## src/rtl/serial_tx.sv

```systemverilog
// serial_tx: 8N1 UART transmitter; define SERIAL_TX_PARITY_EN to add an even-parity bit
module serial_tx #(
    parameter logic [23:0] CLOCKS_PER_BAUD = 24'd868
) (
    input  logic       i_clk,
    input  logic       i_reset,
    input  logic       i_wr,
    input  logic [7:0] i_data,
    output logic       o_uart_tx,
    output logic       o_busy
);
`ifdef SERIAL_TX_PARITY_EN
    typedef enum logic [2:0] {IDLE, START, DATA, PARITY, STOP} state_t;
`else
    typedef enum logic [2:0] {IDLE, START, DATA, STOP} state_t;
`endif
    state_t state = IDLE, state_n;
    logic [23:0] cnt = '0, cnt_n;
    logic [2:0] idx = '0, idx_n;
    logic [7:0] sh = '0, sh_n;
    logic tx = 1'b1, tx_n;
    logic busy = 1'b0, busy_n;
    logic tick;
`ifdef SERIAL_TX_PARITY_EN
    logic par = 1'b0, par_n;
`endif
    assign tick = cnt == '0;
    assign o_uart_tx = tx;
    assign o_busy = busy;
    // next-state and next line value; the line is registered so it never glitches
    always_comb begin
        state_n = state;
        cnt_n = tick ? CLOCKS_PER_BAUD - 24'd1 : cnt - 24'd1;
        idx_n = idx;
        sh_n = sh;
        tx_n = tx;
        busy_n = busy;
`ifdef SERIAL_TX_PARITY_EN
        par_n = par;
`endif
        case (state)
            IDLE: begin
                cnt_n = '0;
                if (i_wr) begin
                    state_n = START;
                    cnt_n = CLOCKS_PER_BAUD - 24'd1;
                    sh_n = i_data;
                    tx_n = 1'b0;
                    busy_n = 1'b1;
`ifdef SERIAL_TX_PARITY_EN
                    par_n = ^i_data;
`endif
                end
            end
            START: if (tick) begin
                state_n = DATA;
                idx_n = '0;
                tx_n = sh[0];
            end
            DATA: if (tick) begin
                if (idx == 3'd7) begin
`ifdef SERIAL_TX_PARITY_EN
                    state_n = PARITY;
                    tx_n = par;
`else
                    state_n = STOP;
                    tx_n = 1'b1;
`endif
                end else begin
                    idx_n = idx + 3'd1;
                    sh_n = sh >> 1;
                    tx_n = sh[1];
                end
            end
`ifdef SERIAL_TX_PARITY_EN
            PARITY: if (tick) begin
                state_n = STOP;
                tx_n = 1'b1;
            end
`endif
            STOP: if (tick) begin
                state_n = IDLE;
                cnt_n = '0;
                tx_n = 1'b1;
                busy_n = 1'b0;
            end
            default: state_n = IDLE;
        endcase
    end
    // state register; reset abandons any frame and returns the line to idle
    always_ff @(posedge i_clk) begin
        if (i_reset) begin
            state <= IDLE;
            cnt <= '0;
            idx <= '0;
            sh <= '0;
            tx <= 1'b1;
            busy <= 1'b0;
`ifdef SERIAL_TX_PARITY_EN
            par <= 1'b0;
`endif
        end else begin
            state <= state_n;
            cnt <= cnt_n;
            idx <= idx_n;
            sh <= sh_n;
            tx <= tx_n;
            busy <= busy_n;
`ifdef SERIAL_TX_PARITY_EN
            par <= par_n;
`endif
        end
    end
endmodule

```

## config.mk

```make
export PLATFORM = sky130hd
export DESIGN_NAME = serial_tx
export DESIGN_NICKNAME = d
export VERILOG_FILES = /design/src/rtl/serial_tx.sv
export SDC_FILE = /design/constraint.sdc
export NUM_CORES = 1
export LEC_CHECK = 0
export CELL_PAD_IN_SITES_DETAIL_PLACEMENT = 0
export CELL_PAD_IN_SITES_GLOBAL_PLACEMENT = 2
export CORE_MARGIN = 2
export CORE_UTILIZATION = 37
export CTS_BUF_LIST = sky130_fd_sc_hd__clkbuf_2
export DETAILED_ROUTE_END_ITERATION = 7
export PLACE_DENSITY_LB_ADDON = 0.08
export SLEW_MARGIN = 5
export SYNTH_ARGS = -nofsm -noshare
export SYNTH_HDL_FRONTEND = slang
export SYNTH_SLANG_ARGS = --single-unit
```

## constraint.sdc

```tcl
create_clock -name i_clk -period 3.3 [get_ports i_clk]
set_input_delay 0.495 -clock i_clk [delete_from_list [all_inputs] [get_ports i_clk]]
set_output_delay 0.495 -clock i_clk [all_outputs]
set_load 0.02 [all_outputs]
```

### After elaboration in Yosys (flattened, before gate mapping)

Index checks and enable logic that the tools add are counted.

* output and inout bits: 2
* bits of input ports: 11
* bits in registers: 40

* multiplexer cells: 26
* equality and inequality tests: 10
* reductions and logical operators: 11
* $add $sub $neg: 2

Operators with widths (count)
* 24-bit two-way mux: 2
* 24-bit case mux with 2 select lines: 1
* 24-bit logical NOT: 1
* 8-bit two-way mux: 3
* 24-bit by 1-bit subtractor with 24-bit output, second input constant: 1
* 3-bit two-way mux: 7
* 8-bit case mux with 2 select lines: 1
* 2-bit inequality test, second input constant: 6
* 3-bit case mux with 4 select lines: 1
* 10-bit two-way mux: 1
* 5-bit AND reduction: 2
* 4-bit AND reduction: 2
* 1-bit two-way mux: 7
* 3-bit by 2-bit == test with 1-bit output, second input constant: 2
* 3-bit case mux with 2 select lines: 1
* 2-bit nonzero test: 3
* 1-bit case mux with 4 select lines: 1
* 4-bit nonzero test: 1
* 3-bit by 1-bit adder with 3-bit output, second input constant: 1
* 3-bit by 1-bit == test with 1-bit output, second input constant: 1
* 3-bit == test, second input constant: 1
* 3-bit logical NOT: 1
* 3-bit AND reduction: 1
* 1-bit case mux with 2 select lines: 1

### Depth between registers and ports, before layout

Gate-level depths: netlist of the first run.

* depth after elaboration: 4
* gate-level depth with buffers: 10

### Least setup slack after synthesis of the first run

OpenSTA, ideal clock, no wires.

* path type: register to register
* start point: reg cnt[0]
* end point: reg sh[0]
* period minus slack after synthesis: 2329 ps
* arrival time: 2193 ps
* path slack: 971 ps
* library setup time: 136 ps
* cell stages (with the launch flop): 9
* data required time: 3164 ps
* buffers on the path: 1
* cells stage by stage: dfxtp_1 -> inv_1 -> ha_1 -> or3b_2 -> buf_2 -> or4_4 -> nor3_4 -> mux2i_1 -> nor3_2

* longest elaborated chain between the ends: 3

RTL lines
* start: declaration: line 18 `logic [23:0] cnt = '0, cnt_n;`
* start signal: assignment: line 104 `cnt <= cnt_n;`
* 24-bit logical NOT: line 27 `assign tick = cnt == '0;`
* 2-bit inequality test (no source line)
* 4-bit AND reduction (no source line)
* end signal: assignment: line 106 `sh <= sh_n;`
* end: declaration: line 20 `logic [7:0] sh = '0, sh_n;`

No other way between the ends.
A chain may end at the register's enable or synchronous reset.

### Worst setup path after layout of the first run

* start point: reg cnt[0]
* end point: reg cnt[15]

* longest elaborated chain between the ends: 4

RTL lines
* 24-bit by 1-bit subtractor with 24-bit output or 24-bit logical NOT (tied branches): line 33, 27
* 24-bit two-way mux: line 33 `cnt_n = tick ? CLOCKS_PER_BAUD - 24'd1 : cnt - 24'd1;`
* 24-bit two-way mux: line 81 `STOP: if (tick) begin`
* 24-bit case mux with 2 select lines (*): line 41 `case (state)`

Mark *: on every way between the ends. The rest lies on a longest branch, timed or not.

==> impl_metrics.py, run 1 <==
metrics = {
    "clocking": {
        "cts_sinks": 39,
        "cts_setup_buffers": 0,
        "cts.repair.resized": 0,
        "clk_pin_slew_ns": 0.23,
        "cts_buffers": 5,
        "cts-root-buf": "clkbuf_2",
        "clkLatencyLatePin_ns": 0.40,
        "hold_buffers": 0,
        "htreeDepth": 2,
        "cts_tree": "done",
        "clockBufferDepth": 2,
    },
    "detailed_routing": {
        "drc": 0,
        "wl_per_cell_um": 13.8,
        "drtAntennaViolNets": 0,
        "wl_mm": 4.54,
        "dr.pass1.iters": 4,
        "drt_iter0_drc": 86,
        "viasPerCell": 5.14,
        "via_count": 1697,
    },
    "run": {
        "max_cap_viol_count": 0,
    },
    "critical_path": {
        "end_kind": "flip-flop",
        "crit_chain": "inv_1, ha_1, or3b_2, or4_4, nor2_2, or3_1, nor2_1",
        "worstPathMaxFanout": 17,
        "crit_arrival_ns": 3.02,
        "critPathSlowestCell": "or3b_2",
        "r2r_cells": 7,
        "r2r_start": "cnt[0]$_SDFF_PP0_",
        "crit_family": "simple AND/OR/NAND/NOR gates",
        "r2r-end": "cnt[15]$_SDFF_PP0_",
        "ff2ff_setup_slack_ns": 0.57,
        "cp-start-kind": "flip-flop",
        "critPathBufInv": 1,
        "required_ns": 3.58,
        "worst-setup-path-type": "reg2reg",
        "cp-startpoint": "cnt[0]$_SDFF_PP0_",
        "slowest_delay_ns": 0.56,
    },
    "sta": {
        "final-hold-violation-count": 0,
        "slew_headroom_pct": 58.2,
        "drv_slew": 0,
        "fin_crit_ns": 2.73,
        "rsz0062_at_grt": "false",
        "fin_skew_ns": 0.0235,
        "tns_ns": 0,
        "max_freq_mhz": 366,
        "min_period_over_period_pct": 82.9,
        "worst_slew_pin_slew_ns": 0.622,
        "setup_violations": 0,
    },
    "synth": {
        "yosys.cell_types.count": 42,
        "synth_area_um2": 2080,
        "yosys-top-cells-area": "dfxtp_1, nor2_1, xnor2_1",
        "synth_top_area_share_pct": 37.5,
        "syn_area_per_cell_um2": 8.43,
        "synth_area_leader_cell": "dfxtp_1",
        "yosysWarnings": 0,
        "async_reset_ff_share_pct": 0,
        "synth_flop_cell": "dfxtp_1",
        "synth_enable_flop_cells": 0,
        "synthCells": 247,
        "ys_seq_area_share_pct": 37.5,
        "synth_seq_cells": 39,
        "syn_nets": 265,
    },
    "outcome": {
        "status": "finished clean",
    },
    "layout": {
        "insertedDiodeCount": 0,
        "area_delta_synth_final_pct": 12.7,
        "most-common-layout-cells": "dfxtp_1, nor2_1, nand2_1",
        "instances_no_fill": 330,
        "drive_gt1_share_pct": 9.69,
        "num-nets-final": 275,
        "final_common_cell": "dfxtp_1",
        "final.fill_count": 586,
    },
    "global_route": {
        "grt.busiest_layer": "met2",
        "grt_util_met2_pct": 24.7,
        "grtUsageMet3_pct": 3.75,
        "use_met1_pct": 22.9,
        "grt_pass1_wl_mm": 7.98,
        "grt_pass1_vias": 1659,
        "track_usage_pct": 16.2,
        "grt-ovfl-total": 0,
        "grt_max_degree": 26,
        "antenna_found_initial": 0,
    },
    "floorplan": {
        "start_util_pct": 38.0,
        "die_h_um": 79.0,
        "die_w_um": 79.0,
        "die-area_um2": 6240,
        "rows": 27,
        "pin_count": 13,
        "core_area_um2": 5470,
    },
    "hold_path": {
        "whs_endpoint": "idx[2]$_SDFFE_PP0P_",
        "whs_path_depth": 2,
        "worstHoldStart": "idx[2]$_SDFFE_PP0P_",
        "hp-class": "reg2reg",
    },
    "placed_design": {
        "place.gp.congestion": 0.741,
        "dpl.hpwl_mm": 3.24,
        "io_buffers": 12,
        "placedCellCount": 322,
    },
}
[cells by family after synthesis]
| kind of cell | after synthesis | share of synthesized area [%] |
|---|---|---|
| compound gates | 37 | 11.6 |
| xor+xnor | 20 | 8.41 |
| fa+ha+maj | 7 | 4.21 |
| buf+inv | 25 | 4.93 |
| flops | 39 | 37.5 |
| mux | 9 | 4.33 |
| simple gates | 110 | 29.0 |
[metal layers]
metal  vias to the layer above  share of wire, %  routed length [µm]
li1                        886                 -                   -
met1                       789                52                2370
met2                        20                45                2030
met3                         2               2.4                 107
met4                         0              0.62                  28
met5                         -                 0                   0
[cell type report]
class                           instances  area [µm²]  area share (%)
Sequential cell                        39         781            33.3
Inverter                               14        52.6            2.24
Clock inverter                          2        60.1            2.56
Tap cell                               72        90.1            3.84
Multi-Input combinational cell        183        1200            51.1
Clock buffer                            6        30.0            1.28
Timing Repair Buffer                   14         135            5.76
[flip-flops by register name (all words and copies together), names as in the netlist]
| name | count |
|---|---|
| o_busy | 1 |
| state | 2 |
| cnt | 24 |
| o_uart_tx | 1 |
| sh | 8 |
| idx | 3 |
[synth_stat cells (2+ instances only)]
master,number
buf_4,2
or3_1,4
nor4_1,8
xnor2_1,14
a31oi_1,3
nand2_1,17
nand4_1,2
nor3_1,14
a2bb2oi_1,7
ha_1,7
a211oi_1,2
or4_1,4
o41ai_1,2
o21ai_0,6
nand3_1,6
nor2b_1,2
xor2_1,6
nor3_2,7
nor2_1,33
nand2b_1,2
mux2i_1,9
or4_4,2
inv_1,14
dfxtp_1,39
a21oi_1,11
clkbuf_1,8
[worst max-delay path by stage]
stage | end | slack [ns] | cells past startpoint
after floorplan | sh[0]$_SDFFE_PP0P_ | 0.97 | 8
after global placement | cnt[7]$_SDFF_PP0_ | 0.67 | 7
after detailed placement | cnt[15]$_SDFF_PP0_ | 0.57 | 7
after CTS | cnt[15]$_SDFF_PP0_ | 0.51 | 7
after global routing | cnt[17]$_SDFF_PP0_ | 0.33 | 7
final | cnt[15]$_SDFF_PP0_ | 0.57 | 7
[metrics by stage]
stage	cell area [µm²]	utilization [%]	worst slack, ns	hold WS, ns
after floorplan	2080	-	0.971	0.436
after global placement	2260	41.2	0.667	0.449
after detailed placement	2260	41.2	0.570	0.451
after CTS	2350	42.9	0.506	0.475
after global routing	2350	42.9	0.333	0.515
final	2350	42.9	0.566	0.475
[worst register-to-register path: stages, from the launching register on]
cell	delay, ns
dfxtp_1	0.39
inv_1	0.07
ha_1	0.19
or3b_2	0.56
or4_4	0.49
nor2_2	0.25
or3_1	0.54
nor2_1	0.12
Power of run 1 is not shown: default switching activity piles up to over one toggle a cycle in this logic, so the estimate is an artifact.
==> inputs of run 2 (changes only) <==
==> constraint.sdc (replaced) <==
create_clock -name i_clk -period 2.8 [get_ports i_clk]
set_input_delay 0.42 -clock i_clk [delete_from_list [all_inputs] [get_ports i_clk]]
set_output_delay 0.42 -clock i_clk [all_outputs]
set_load 0.02 [all_outputs]
==> run 2 against run 1 <==
  * Highest routed layer unchanged
  * Cell area grew 0.37%
  * First-iteration DRC count down 21%
  * Fmax rose by 7.7%
  * Critical path depth is the same
  * Critical endpoint is now sh[2]$_SDFFE_PP0P_
  * Clock skew grew 0.0035 ns
  * Global-route usage down 0.13 points
  * Final cell count grew 1.2%
  * Worst hold slack worse by 0.0012 ns
  * Critical path type unchanged
  * Via count rose by 0.18%
==> impl_metrics.py, run 2 (synthesis results as in run 1) <==
metrics = {
    "layout": {
        "drive_gt1_share_pct": 11.1,
        "multi_input_area_um2": 1200,
        "final_common_cell": "dfxtp_1",
        "largest_register": "cnt",
        "regArea_um2": 781,
        "most-common-layout-cells": "dfxtp_1, nor2_1, nand2_1",
        "num-nets-final": 279,
        "final.fill_count": 585,
        "area_delta_synth_final_pct": 13.2,
        "largest_reg_flops": 24,
        "insertedDiodeCount": 0,
        "biggestRegsByFlops": "cnt (24), sh (8), idx (3)",
    },
    "detailed_routing": {
        "dr.pass1.iters": 4,
        "drc": 0,
        "wl_mm": 4.47,
        "via_count": 1700,
        "viasPerCell": 5.09,
        "drt_iter0_drc": 68,
        "drtAntennaViolNets": 0,
        "wl_per_cell_um": 13.4,
    },
    "critical_path": {
        "end_kind": "flip-flop",
        "cp-start-kind": "flip-flop",
        "r2r_start": "cnt[0]$_SDFF_PP0_",
        "r2r-end": "sh[2]$_SDFFE_PP0P_",
        "r2r_cells": 7,
        "worst-setup-path-type": "reg2reg",
        "required_ns": 3.10,
        "ff2ff_setup_slack_ns": 0.26,
        "crit_arrival_ns": 2.84,
        "worstPathMaxFanout": 8,
    },
    "clocking": {
        "clk_pin_slew_ns": 0.23,
        "hold_buffers": 0,
        "cts_buffers": 5,
        "htreeDepth": 2,
        "cts-root-buf": "clkbuf_2",
        "cts_tree": "done",
        "clkLatencyLatePin_ns": 0.40,
        "clockBufferDepth": 2,
        "cts_sinks": 39,
        "cts_setup_buffers": 0,
        "cts.repair.resized": 0,
    },
    "global_route": {
        "grt_max_degree": 16,
        "grt_pass1_wl_mm": 8.00,
        "track_usage_pct": 16.1,
        "antenna_found_initial": 0,
        "grt_pass1_vias": 1668,
        "grt-ovfl-total": 0,
    },
    "placed_design": {
        "io_buffers": 12,
        "place.gp.congestion": 0.728,
        "dpl.hpwl_mm": 3.17,
    },
    "floorplan": {
        "pin_count": 13,
        "die-area_um2": 6240,
        "start_util_pct": 38.0,
        "core_area_um2": 5470,
        "rows": 27,
        "die_h_um": 79.0,
        "die_w_um": 79.0,
    },
    "sta": {
        "drv_slew": 0,
        "max_freq_mhz": 394,
        "worst_slew_pin_slew_ns": 0.527,
        "fin_skew_ns": 0.0269,
        "tns_ns": 0,
        "slew_headroom_pct": 64.6,
        "final-hold-violation-count": 0,
        "fin_crit_ns": 2.54,
        "rsz0062_at_grt": "false",
        "setup_violations": 0,
        "min_period_over_period_pct": 90.7,
    },
    "hold_path": {
        "worstHoldStart": "idx[2]$_SDFFE_PP0P_",
        "whs_endpoint": "idx[2]$_SDFFE_PP0P_",
        "hp-class": "reg2reg",
        "whs_path_depth": 2,
    },
    "outcome": {
        "status": "finished clean",
    },
    "run": {
        "max_cap_viol_count": 0,
    },
}
==> run 2: cell count changes in the layout (fill, tap and decap cells not counted), sizes merged <==
| cell | before | now |
|---|---|---|
| buf | 2 | 6 |
| clkbuf | 6 | 5 |
| bufinv | 2 | 1 |
| clkinv | 0 | 2 |
==> run 2: metal layers <==
layer / part of all wire (%) / GRT usage, %
met1: 54 / 23.2
met2: 43 / 23.7
met3: 2.2 / 3.75
met4: 0.54 / 5.00
met5: 0 / 0
==> run 2: how the worst max path moves through the flow <==
stage                     cells after the start  slack (ns)                  end              start
after floorplan                               8        0.47   sh[0]$_SDFFE_PP0P_  cnt[0]$_SDFF_PP0_
after global placement                        7        0.36   sh[5]$_SDFFE_PP0P_  cnt[0]$_SDFF_PP0_
after detailed placement                      7        0.31   sh[2]$_SDFFE_PP0P_  cnt[0]$_SDFF_PP0_
after CTS                                     7        0.23   sh[2]$_SDFFE_PP0P_  cnt[0]$_SDFF_PP0_
after global routing                          7        0.03  idx[0]$_SDFFE_PP0P_  cnt[1]$_SDFF_PP0_
final                                         7        0.26   sh[2]$_SDFFE_PP0P_  cnt[0]$_SDFF_PP0_
==> run 2: layout make-up <==
cell class	instances	share of cell area, %
multi-input combinational	183	50.9
sequential	39	33.1
timing repair buffer	18	7.01
tap	72	3.82
inverter	14	2.23
clock inverter	3	1.86
clock buffer	5	1.06
==> run 2: critical path, cell delays in order, from the launching register on <==
cell and delay [ns]:
dfxtp_1 0.39, inv_1 0.07, ha_1 0.19, or3b_2 0.56, or4_4 0.48, nor3_4 0.40, mux2i_1 0.28, nor3_2 0.05
==> run 2: per-stage QoR <==
| stage | util [%] | std cells | setup slack (ns) | area [µm²] | hold slack [ns] |
|---|---|---|---|---|---|
| floorplan | - | 247 | 0.471 | 2080 | 0.436 |
| global placement | 41.8 | 326 | 0.362 | 2290 | 0.447 |
| detailed placement | 41.8 | 326 | 0.307 | 2290 | 0.450 |
| CTS | 43.0 | 334 | 0.227 | 2360 | 0.474 |
| global route | 43.0 | 334 | 0.0255 | 2360 | 0.493 |
| finish | 43.0 | 334 | 0.260 | 2360 | 0.473 |
Power of run 2 is left out for the same reason.
==> inputs of run 3 (changes only) <==
--- a/config.mk
+++ b/config.mk
@@ -8,8 +8,7 @@
 export CELL_PAD_IN_SITES_DETAIL_PLACEMENT = 0
 export CELL_PAD_IN_SITES_GLOBAL_PLACEMENT = 2
 export CORE_MARGIN = 2
-export CORE_UTILIZATION = 37
-export CTS_BUF_LIST = sky130_fd_sc_hd__clkbuf_2
+export CORE_UTILIZATION = 36
 export DETAILED_ROUTE_END_ITERATION = 7
 export PLACE_DENSITY_LB_ADDON = 0.08
 export SLEW_MARGIN = 5
==> run 3 against run 2 <==
  * Critical path type unchanged
  * First-iteration DRC count is 38% higher
  * Critical endpoint is now sh[6]$_SDFFE_PP0P_
  * Sequential share of layout area is 0.82 points lower
  * Worst setup slack better by 0.043 ns
  * Largest cell class unchanged
  * Final cell count is 0.30% lower
==> impl_metrics.py, run 3 (synthesis results as in run 1) <==
metrics = {
    "critical_path": {
        "r2r_cells": 7,
        "r2r_start": "cnt[0]$_SDFF_PP0_",
        "worstPathMaxFanout": 8,
        "worst-setup-path-type": "reg2reg",
        "required_ns": 2.98,
        "cp-start-kind": "flip-flop",
        "cp-startpoint": "cnt[0]$_SDFF_PP0_",
        "end_kind": "flip-flop",
        "r2r-end": "sh[6]$_SDFFE_PP0P_",
        "crit_arrival_ns": 2.68,
        "ff2ff_setup_slack_ns": 0.30,
    },
    "layout": {
        "area_delta_synth_final_pct": 16.0,
        "final_common_cell": "dfxtp_1",
        "most-common-layout-cells": "dfxtp_1, nor2_1, nand2_1",
        "multi_input_area_um2": 1200,
        "final.fill_count": 585,
        "drive_gt1_share_pct": 10.7,
        "num-nets-final": 278,
        "instances_no_fill": 333,
        "insertedDiodeCount": 0,
        "largest_reg_flops": 24,
        "biggestRegsByFlops": "cnt (24), sh (8), idx (3)",
        "largest_register": "cnt",
        "regArea_um2": 781,
    },
    "clocking": {
        "clk_pin_slew_ns": 0.08,
        "htreeDepth": 2,
        "cts_setup_buffers": 0,
        "clkLatencyLatePin_ns": 0.29,
        "cts_tree": "done",
        "clockBufferDepth": 2,
        "cts.repair.resized": 0,
        "cts-root-buf": "clkbuf_8",
        "cts_buffers": 5,
        "hold_buffers": 0,
        "cts_sinks": 39,
    },
    "placed_design": {
        "place.gp.congestion": 0.753,
        "placedCellCount": 325,
        "dpl.hpwl_mm": 3.30,
        "io_buffers": 12,
    },
    "global_route": {
        "antenna_found_initial": 0,
        "grt_pass1_vias": 1693,
        "grt_max_degree": 18,
        "track_usage_pct": 15.9,
        "grt_pass1_wl_mm": 8.09,
        "grt-ovfl-total": 0,
    },
    "sta": {
        "final-hold-violation-count": 0,
        "rsz0062_at_grt": "false",
        "fin_skew_ns": 0.0101,
        "setup_violations": 0,
        "min_period_over_period_pct": 89.2,
        "tns_ns": 0,
        "slew_headroom_pct": 51.9,
        "max_freq_mhz": 401,
        "fin_crit_ns": 2.50,
        "drv_slew": 0,
        "worst_slew_pin_slew_ns": 0.715,
    },
    "hold_path": {
        "worstHoldStart": "idx[2]$_SDFFE_PP0P_",
        "whs_endpoint": "idx[2]$_SDFFE_PP0P_",
        "whs_path_depth": 2,
        "hp-class": "reg2reg",
    },
    "detailed_routing": {
        "drc": 0,
        "viasPerCell": 5.17,
        "wl_mm": 4.65,
        "via_count": 1722,
        "drtAntennaViolNets": 0,
        "dr.pass1.iters": 4,
        "wl_per_cell_um": 14.0,
        "drt_iter0_drc": 94,
    },
    "floorplan": {
        "core_area_um2": 5540,
        "die-area_um2": 6410,
        "start_util_pct": 37.6,
        "pin_count": 13,
        "die_w_um": 80.1,
        "rows": 27,
        "die_h_um": 80.1,
    },
    "outcome": {
        "status": "finished clean",
    },
    "run": {
        "max_cap_viol_count": 0,
    },
}
==> run 3: layer usage <==
layer	global-route usage [%]	wire, µm
met1	22.3	2340
met2	24.7	2120
met3	3.71	142
met4	4.07	41
met5	0	0
==> run 3: metrics by stage <==
stage / setup WS (ns) / utilization [%] / hold slack (ns) / instance area [µm²]
2_1_floorplan: 0.471 / - / 0.436 / 2080
3_3_place_gp: 0.340 / 41.1 / 0.449 / 2280
3_5_place_dp: 0.283 / 41.1 / 0.458 / 2280
4_1_cts: 0.274 / 43.6 / 0.470 / 2420
5_1_grt: 0.0781 / 43.6 / 0.495 / 2420
6_report: 0.303 / 43.6 / 0.467 / 2420
==> run 3: worst max path at each step <==
stage | slack (ns) | end
after floorplan | 0.47 | sh[0]$_SDFFE_PP0P_
after global placement | 0.34 | sh[3]$_SDFFE_PP0P_
after detailed placement | 0.28 | sh[3]$_SDFFE_PP0P_
after CTS | 0.27 | sh[6]$_SDFFE_PP0P_
after global routing | 0.08 | sh[6]$_SDFFE_PP0P_
final | 0.30 | sh[6]$_SDFFE_PP0P_
==> run 3: area by class of cell <==
class | instances | share of cell area [%]
Clock buffer | 5 | 2.85
Clock inverter | 3 | 2.80
Inverter | 14 | 2.18
Multi-Input combinational cell | 183 | 49.6
Sequential cell | 39 | 32.3
Tap cell | 72 | 3.73
Timing Repair Buffer | 17 | 6.53
==> run 3: critical path, stage by stage, from the launching register on <==
cell and delay (ns):
dfxtp_1 0.33, inv_1 0.07, ha_1 0.19, or3b_2 0.56, or4_4 0.49, nor3_4 0.42, mux2i_1 0.28, nor3_2 0.05
Power of run 3 is left out for the same reason.
